==> src/rtl/solar_scan_sequencer.sv <==
// solar_scan_sequencer: scans N/E/S/W light sensors through one shared ADC,
// compares opposite pairs with hysteresis and pulses one tracker motor.
module solar_scan_sequencer #(
  parameter logic [7:0] TH          = 8'd10,
  parameter int         SETTLE      = 4,
  parameter int         MOVE_CYCLES = 16
) (
  input  logic       clk,
  input  logic       rst,
  output logic [1:0] adc_sel,
  output logic       adc_start,
  input  logic       adc_done,
  input  logic [7:0] adc_data,
  output logic       mn,
  output logic       me,
  output logic       ms,
  output logic       mw,
  output logic       scan_done
);

  localparam int CW = (SETTLE < 2) ? 1 : $clog2(SETTLE + 1);
  localparam int MW = (MOVE_CYCLES < 2) ? 1 : $clog2(MOVE_CYCLES + 1);

  typedef enum logic [2:0] {
    ST_SETTLE,
    ST_START,
    ST_WAIT,
    ST_DECIDE,
    ST_MOVE
  } state_t;

  state_t        state;
  logic [CW-1:0] cnt;
  logic [MW-1:0] mcnt;
  logic [7:0]    s_n;
  logic [7:0]    s_e;
  logic [7:0]    s_s;
  logic [7:0]    s_w;

  logic [8:0] th9;
  logic       go_n;
  logic       go_e;
  logic       go_s;
  logic       go_w;

  // Pair comparisons in 9 bits so sample+TH never wraps.
  always_comb begin
    th9  = {1'b0, TH};
    go_n = {1'b0, s_n} > ({1'b0, s_s} + th9);
    go_e = {1'b0, s_e} > ({1'b0, s_w} + th9);
    go_s = {1'b0, s_s} > ({1'b0, s_n} + th9);
    go_w = {1'b0, s_w} > ({1'b0, s_e} + th9);
  end

  // Scan/decide/move sequencer; every output is a register.
  // The one-hot motor register doubles as the latched direction.
  always_ff @(posedge clk or posedge rst) begin
    if (rst) begin
      state     <= ST_SETTLE;
      cnt       <= '0;
      mcnt      <= '0;
      adc_sel   <= 2'd0;
      adc_start <= 1'b0;
      scan_done <= 1'b0;
      mn        <= 1'b0;
      me        <= 1'b0;
      ms        <= 1'b0;
      mw        <= 1'b0;
      s_n       <= 8'd0;
      s_e       <= 8'd0;
      s_s       <= 8'd0;
      s_w       <= 8'd0;
    end else begin
      adc_start <= 1'b0;
      scan_done <= 1'b0;
      unique case (state)
        ST_SETTLE: begin
          if (cnt == CW'(SETTLE - 1)) begin
            cnt       <= '0;
            adc_start <= 1'b1;
            state     <= ST_START;
          end else begin
            cnt <= cnt + CW'(1);
          end
        end
        ST_START: begin
          state <= ST_WAIT;
        end
        ST_WAIT: begin
          if (adc_done) begin
            unique case (adc_sel)
              2'd0: s_n <= adc_data;
              2'd1: s_e <= adc_data;
              2'd2: s_s <= adc_data;
              2'd3: s_w <= adc_data;
            endcase
            if (adc_sel == 2'd3) begin
              adc_sel   <= 2'd0;
              scan_done <= 1'b1;
              state     <= ST_DECIDE;
            end else begin
              adc_sel <= adc_sel + 2'd1;
              state   <= ST_SETTLE;
            end
          end
        end
        ST_DECIDE: begin
          mcnt  <= MW'(MOVE_CYCLES);
          state <= ST_MOVE;
          if (go_n) begin
            mn <= 1'b1;
          end else if (go_e) begin
            me <= 1'b1;
          end else if (go_s) begin
            ms <= 1'b1;
          end else if (go_w) begin
            mw <= 1'b1;
          end else begin
            state <= ST_SETTLE;
          end
        end
        ST_MOVE: begin
          mcnt <= mcnt - MW'(1);
          if (mcnt == MW'(1)) begin
            mn    <= 1'b0;
            me    <= 1'b0;
            ms    <= 1'b0;
            mw    <= 1'b0;
            state <= ST_SETTLE;
          end
        end
        default: begin
          state <= ST_SETTLE;
        end
      endcase
    end
  end

endmodule

==> config.mk <==
export PLATFORM = sky130hd
export DESIGN_NAME = solar_scan_sequencer
export DESIGN_NICKNAME = d
export VERILOG_FILES = /design/src/rtl/solar_scan_sequencer.sv
export SDC_FILE = /design/constraint.sdc
export NUM_CORES = 1
export LEC_CHECK = 0
export BUFFER_PORTS_ARGS = -buffer_cell sky130_fd_sc_hd__buf_2
export CAP_MARGIN = 10
export CORE_MARGIN = 1
export CORE_UTILIZATION = 45
export DETAILED_ROUTE_END_ITERATION = 6
export PLACE_DENSITY = 0.74
export SLEW_MARGIN = 20
export SYNTH_ARGS = -nofsm -noshare
export SYNTH_HDL_FRONTEND = slang
export SYNTH_SLANG_ARGS = --single-unit
==> constraint.sdc <==
create_clock -name clk -period 4.4 [get_ports clk]
set_input_delay 0.66 -clock clk [delete_from_list [all_inputs] [get_ports clk]]
set_output_delay 0.66 -clock clk [all_outputs]
set_load 0.05 [all_outputs]
; Word-level counts from Yosys, hierarchy flattened
; Index checks and enable logic that the tools add are counted.
[word_totals]
output_inout_bits = 8
elab_cells = 89
input_bits = 11
reg_bits = 51
[classes]
add_sub_neg = 7
n_reduce_logical = 13
magnitude_cmp = 4
n_eq_ne = 19
mux = 32
[ops]
columns = operator, n
row1 = $add A8 B4 Y9 const B, 4
row2 = $gt A8 B9 Y1, 4
row3 = $mux W3, 8
row4 = $ne A2 B2 Y1 const B, 10
row5 = $reduce_and A3 Y1, 6
row6 = $mux W1, 16
row7 = $pmux W3 S5, 1
row8 = $pmux W5 S2, 1
row9 = $eq A3 B2 Y1 const B, 3
row10 = $pmux W1 S2, 4
row11 = $reduce_and A6 Y1, 1
row12 = $eq A5 B1 Y1 const B, 1
row13 = $reduce_and A5 Y1, 1
row14 = $sub A5 B1 Y5 const B, 1
row15 = $eq A2 B2 Y1 const B, 2
row16 = $mux W2, 2
row17 = $reduce_and A4 Y1, 1
row18 = $add A3 B1 Y3 const B, 1
row19 = $eq A3 B1 Y1 const B, 1
row20 = $eq A3 B3 Y1 const B, 1
row21 = $logic_not A3 Y1, 1
row22 = $add A2 B1 Y2 const B, 1
row23 = $eq A2 B1 Y1 const B, 1
row24 = $logic_not A2 Y1, 1
row25 = 2 further kinds, 2

; Longest topological paths before layout
[logic_depth]
depth_word = 7
ltp_mapped = 9
mapped_depth_nobuf = 9

; Least setup slack after synthesis
; Ideal clock, no wire load.
[synth_timing]
path_kind = reg-to-reg
start = register s_n[1]
end = register mw
setup_slack_ns = 2.095
arrival_ns = 2.183
stages_incl_launch_ff = 10
synth_period_minus_slack_ns = 2.305
setup_ns = 0.122
n_path_buf = 0
t_required_ns = 4.278
path_cell_list = dfrtp_1 ha_1 o2111ai_1 xor2_1 ha_1 and3_1 and3_1 a221oi_2 nor3_1 a32o_1
[synth_between]
elab_chain_len = 4
word_cells_on_any_way = 6
classes_between = 1 x add/sub / 2 x order compare / 2 x eq/ne / 1 x reduce/logical
[synth_rtl]
columns = element, line_no
row1 = start: declaration, 35  ; logic [7:0] s_n;
row2 = start signal: assignment, 92  ; 2'd0: s_n <= adc_data;
row3 = $add A8 B4 Y9, 51  ; go_s = {1'b0, s_s} > ({1'b0, s_n} + th9);
row4 = $gt A8 B9 Y1, 51
row5 = $ne A2 B2 Y1 (no source line), --
row6 = $reduce_and A6 Y1 (no source line) *, --
row7 = end signal: assignment, 68  ; mw <= 1'b0;
row8 = end signal: assignment, 117  ; mw <= 1'b1;
row9 = end signal: assignment, 128  ; mw <= 1'b0;
row10 = end: declaration, 17  ; output logic mw,
; Mark *: on every way between the ends. The rest lies on a longest branch, timed or not.
; A chain may end at the register's enable or synchronous reset.

; Worst setup path after layout
; Same ends and word-level chain as after synthesis.

==> run_results.csv <==
group,metric,value,unit
logic_synthesis,ys_seq_area_frac,0.4035,
power,p_total,0.002776,W
die,start_util,0.4656,
drt,first_pass_iters,4,
timing,fin_crit,2537,ps
hold_path,hp-class,"input pin to async pin",
final_layout,syn_to_final_growth,9.375,%
placement,dp_hpwl,4.761,mm
cts,h-tree-depth,2,
cts,insertion_delay,310,ps
placement,place_congestion,0.9140,
final_layout,drive_above_1_share,0.2109,
logic_synthesis,syn_area,3163,sq um
logic_synthesis,synth_enable_flop_cells,0,
power,internal-power,0.001507,W
drt,route.vias.total,2244,
power,peakVddDrop,0.4152,mV
worst_setup_path,r2r_cells,9,
power,p_leak,1.663,nW
worst_setup_path,cp_cell_sequence,"ha_1, o21ai_0, xor2_1, ha_1, and3_1, and3_1, a221oi_2, nor3_1, a32o_1",
cts,path_clk_slew,110,ps
drt,ant_nets,0,
final_layout,final_common_cell,"dfrtp_1",
logic_synthesis,synth_cell_types,42,
cts,cts_setup_buffers,0,
cts,cts_buffer_depth,2,
logic_synthesis,syn_nets,342,
cts,ctsHoldBuffers,0,
worst_setup_path,crit_end,"mw",
power,p_switching,0.001268,W
drt,first_iter_violations,100,
grt,grt_pass1_wl,10.81,mm
cts,cts_buffers,5,
worst_setup_path,r2r_setup_slack,1860,ps
timing,max_freq,394.1,MHz
die,fp.dieW,85.84,um
flow_run,maxCapViolCount,0,
logic_synthesis,syn-instance-count,290,
worst_setup_path,crit_fanout,4,
power,powerDensity,802.3,nW/um^2
worst_setup_path,worst_setup_path_start_kind,"flip-flop",
drt,viasPerCell,5.487,
worst_setup_path,critPathKind,"flip-flop to flip-flop",
logic_synthesis,ys_ff_latch,51,
worst_setup_path,cpPeakStageDelay,420,ps
drt,wl,6.145,mm
worst_setup_path,path_delay_family,"compound AO/OA/AOI/OAI gates",
die,die_area,7369,sq um
outcome,status,"finished, final reports clean",
grt,grt_overflow,0,
worst_setup_path,critPathLaunch,"s_n[1]",
power,power_frac_clock,0.103,
die,core,6794,sq um
drt,post-route-drc-count,0,
worst_setup_path,cp-end-kind,"flip-flop",
timing,rsz0062_at_grt,"false",
cts,cts_num_sinks,51,
worst_setup_path,cp_slowest_cell,"dfrtp_1",
timing,drv_slew,0,
grt,grt_max_degree,52,
worst_setup_path,cp.arrival,2750,ps
final_layout,layout_common_cells,"dfrtp_1, ha_1, mux2_2, o21ai_0, buf_2",
cts,root_buffer,"clkbuf_8",
placement,place.port_buffers,18,
die,die_y,85.84,um
logic_synthesis,yosysWarnings,0,
power,seqPwrFrac,0.342,
cts,ctsResizeCount,0,
final_layout,antenna_cells,0,
drt,avgRoutedWirePerCell,15.02,um
timing,whs,483.9,ps
power,sw_frac_of_total,0.4569,
cts,cts_tree,"done",
final_layout,final_core_util,0.5092,
timing,tightestPinTransition,858.7,ps
timing,fin_crit_sh,0.5766,
timing,hold_viol,0,
power,combPwrFrac,0.555,
worst_setup_path,r2r_start,"s_n[1]",
die,fp-row-count,30,
worst_setup_path,required,4610,ps
grt,track_usage,0.1865,
timing,tns,0,ps
timing,max_slew_margin,0.4269,
logic_synthesis,avgSynthCellArea,10.91,sq um
grt,antenna_found_initial,0,
timing,clock_skew,11.38,ps
logic_synthesis,synth_ff_type,"dfrtp_1",
final_layout,fin_nets,364,
worst_setup_path,r2r_end,"mw",
worst_setup_path,crit_buf_inv,0,
logic_synthesis,async_flop_share,1.000,
grt,grt_pass1_vias,2349,
die,top_level_ports,19,
timing,setup_violations,0,
worst_setup_path,cp.depth,9,
registers in the layout, indices dropped and copies added (netlist names), 2 cells and up:
signal   cells
state        3
s_s          8
mcnt         5
s_n          8
s_w          8
adc_sel      2
cnt          3
s_e          8
metrics by stage:
| stage | area, sq um | worst slack (ps) | std cells |
|---|---|---|---|
| 6_report | 3460 | 1863 | 409 |
| 5_1_grt | 3460 | 1719 | 409 |
| 4_1_cts | 3458 | 1881 | 409 |
| 3_5_place_dp | 3361 | 1908 | 401 |
| 3_3_place_gp | 3361 | 1955 | 401 |
| 2_1_floorplan | 3163 | 2095 | 290 |
synthesized netlist by cell type (3+ instances only):
| cell type | instances | area [sq um] |
|---|---|---|
| nand4_1 | 6 | 37.54 |
| o21ai_0 | 22 | 110.1 |
| o211a_1 | 3 | 30.03 |
| a211oi_1 | 3 | 22.52 |
| nand2_1 | 13 | 48.80 |
| nand3_1 | 8 | 40.04 |
| mux2_2 | 31 | 349.1 |
| xnor2_1 | 4 | 35.03 |
| a21o_1 | 5 | 37.54 |
| and3_1 | 6 | 37.54 |
| nor3_1 | 4 | 20.02 |
| a21oi_1 | 10 | 50.05 |
| ha_1 | 41 | 513.0 |
| o22a_1 | 3 | 26.28 |
| xor2_1 | 16 | 140.1 |
| nand2_2 | 4 | 25.02 |
| nor2_1 | 12 | 45.04 |
| inv_1 | 16 | 60.06 |
| nand3b_1 | 4 | 30.03 |
| dfrtp_1 | 51 | 1276 |
worst reg2reg max path, cell delays in order (launching register included):
cell	delay, ps
dfrtp_1	420
ha_1	250
o21ai_0	210
xor2_1	240
ha_1	270
and3_1	180
and3_1	200
a221oi_2	330
nor3_1	80
a32o_1	260
routing by layer:
| metal | vias to the layer above | part of all wire | GRT usage | wire length (um) |
|---|---|---|---|---|
| met1 | 1104 | 0.49 | 0.2532 | 2991 |
| met3 | 6 | 0.029 | 0.03657 | 180 |
| met4 | 0 | 0.0093 | 0.04545 | 57 |
| met2 | 30 | 0.47 | 0.3084 | 2915 |
| li1 | 1104 | - | - | - |
| met5 | - | 0 | 0 | 0 |
logic make-up after synthesis:
group | count (synthesis) | synth area share
xor+xnor | 20 | 0.05538
simple gates | 67 | 0.1151
flops | 51 | 0.4035
mux | 34 | 0.1203
compound gates | 58 | 0.1207
buf+inv | 19 | 0.02294
fa+ha+maj | 41 | 0.1622
power by group through the flow:
stage / Combinational [W] / Sequential [W] / Clock, W
floorplan: 0.00116 / 0.000952 / 0
detailed placement: 0.00154 / 0.000953 / 0
CTS: 0.00155 / 0.000947 / 0.000296
global route: 0.00176 / 0.000982 / 0.000313
global placement: 0.00147 / 0.000944 / 0
finish: 0.00154 / 0.000949 / 0.000287
area by class of cell:
cell class,instances,area [sq um]
fill,617,3334
multi-input combinational,220,1814
sequential,51,1276
tap,96,120.1
timing repair buffer,18,90.09
clock buffer,5,68.82
inverter,16,61.31
clock inverter,3,28.78
worst min path at each step:
stage          slack (ps)   endpoint  startpoint
2_1_floorplan         450     cnt[2]      cnt[2]
3_3_place_gp          460     cnt[2]      cnt[2]
3_5_place_dp          470     cnt[2]      cnt[2]
4_1_cts               490     cnt[2]      cnt[2]
5_1_grt               520     cnt[2]      cnt[2]
6_report              480  adc_start         rst
Note: power is estimated with default switching activity, not from simulation.
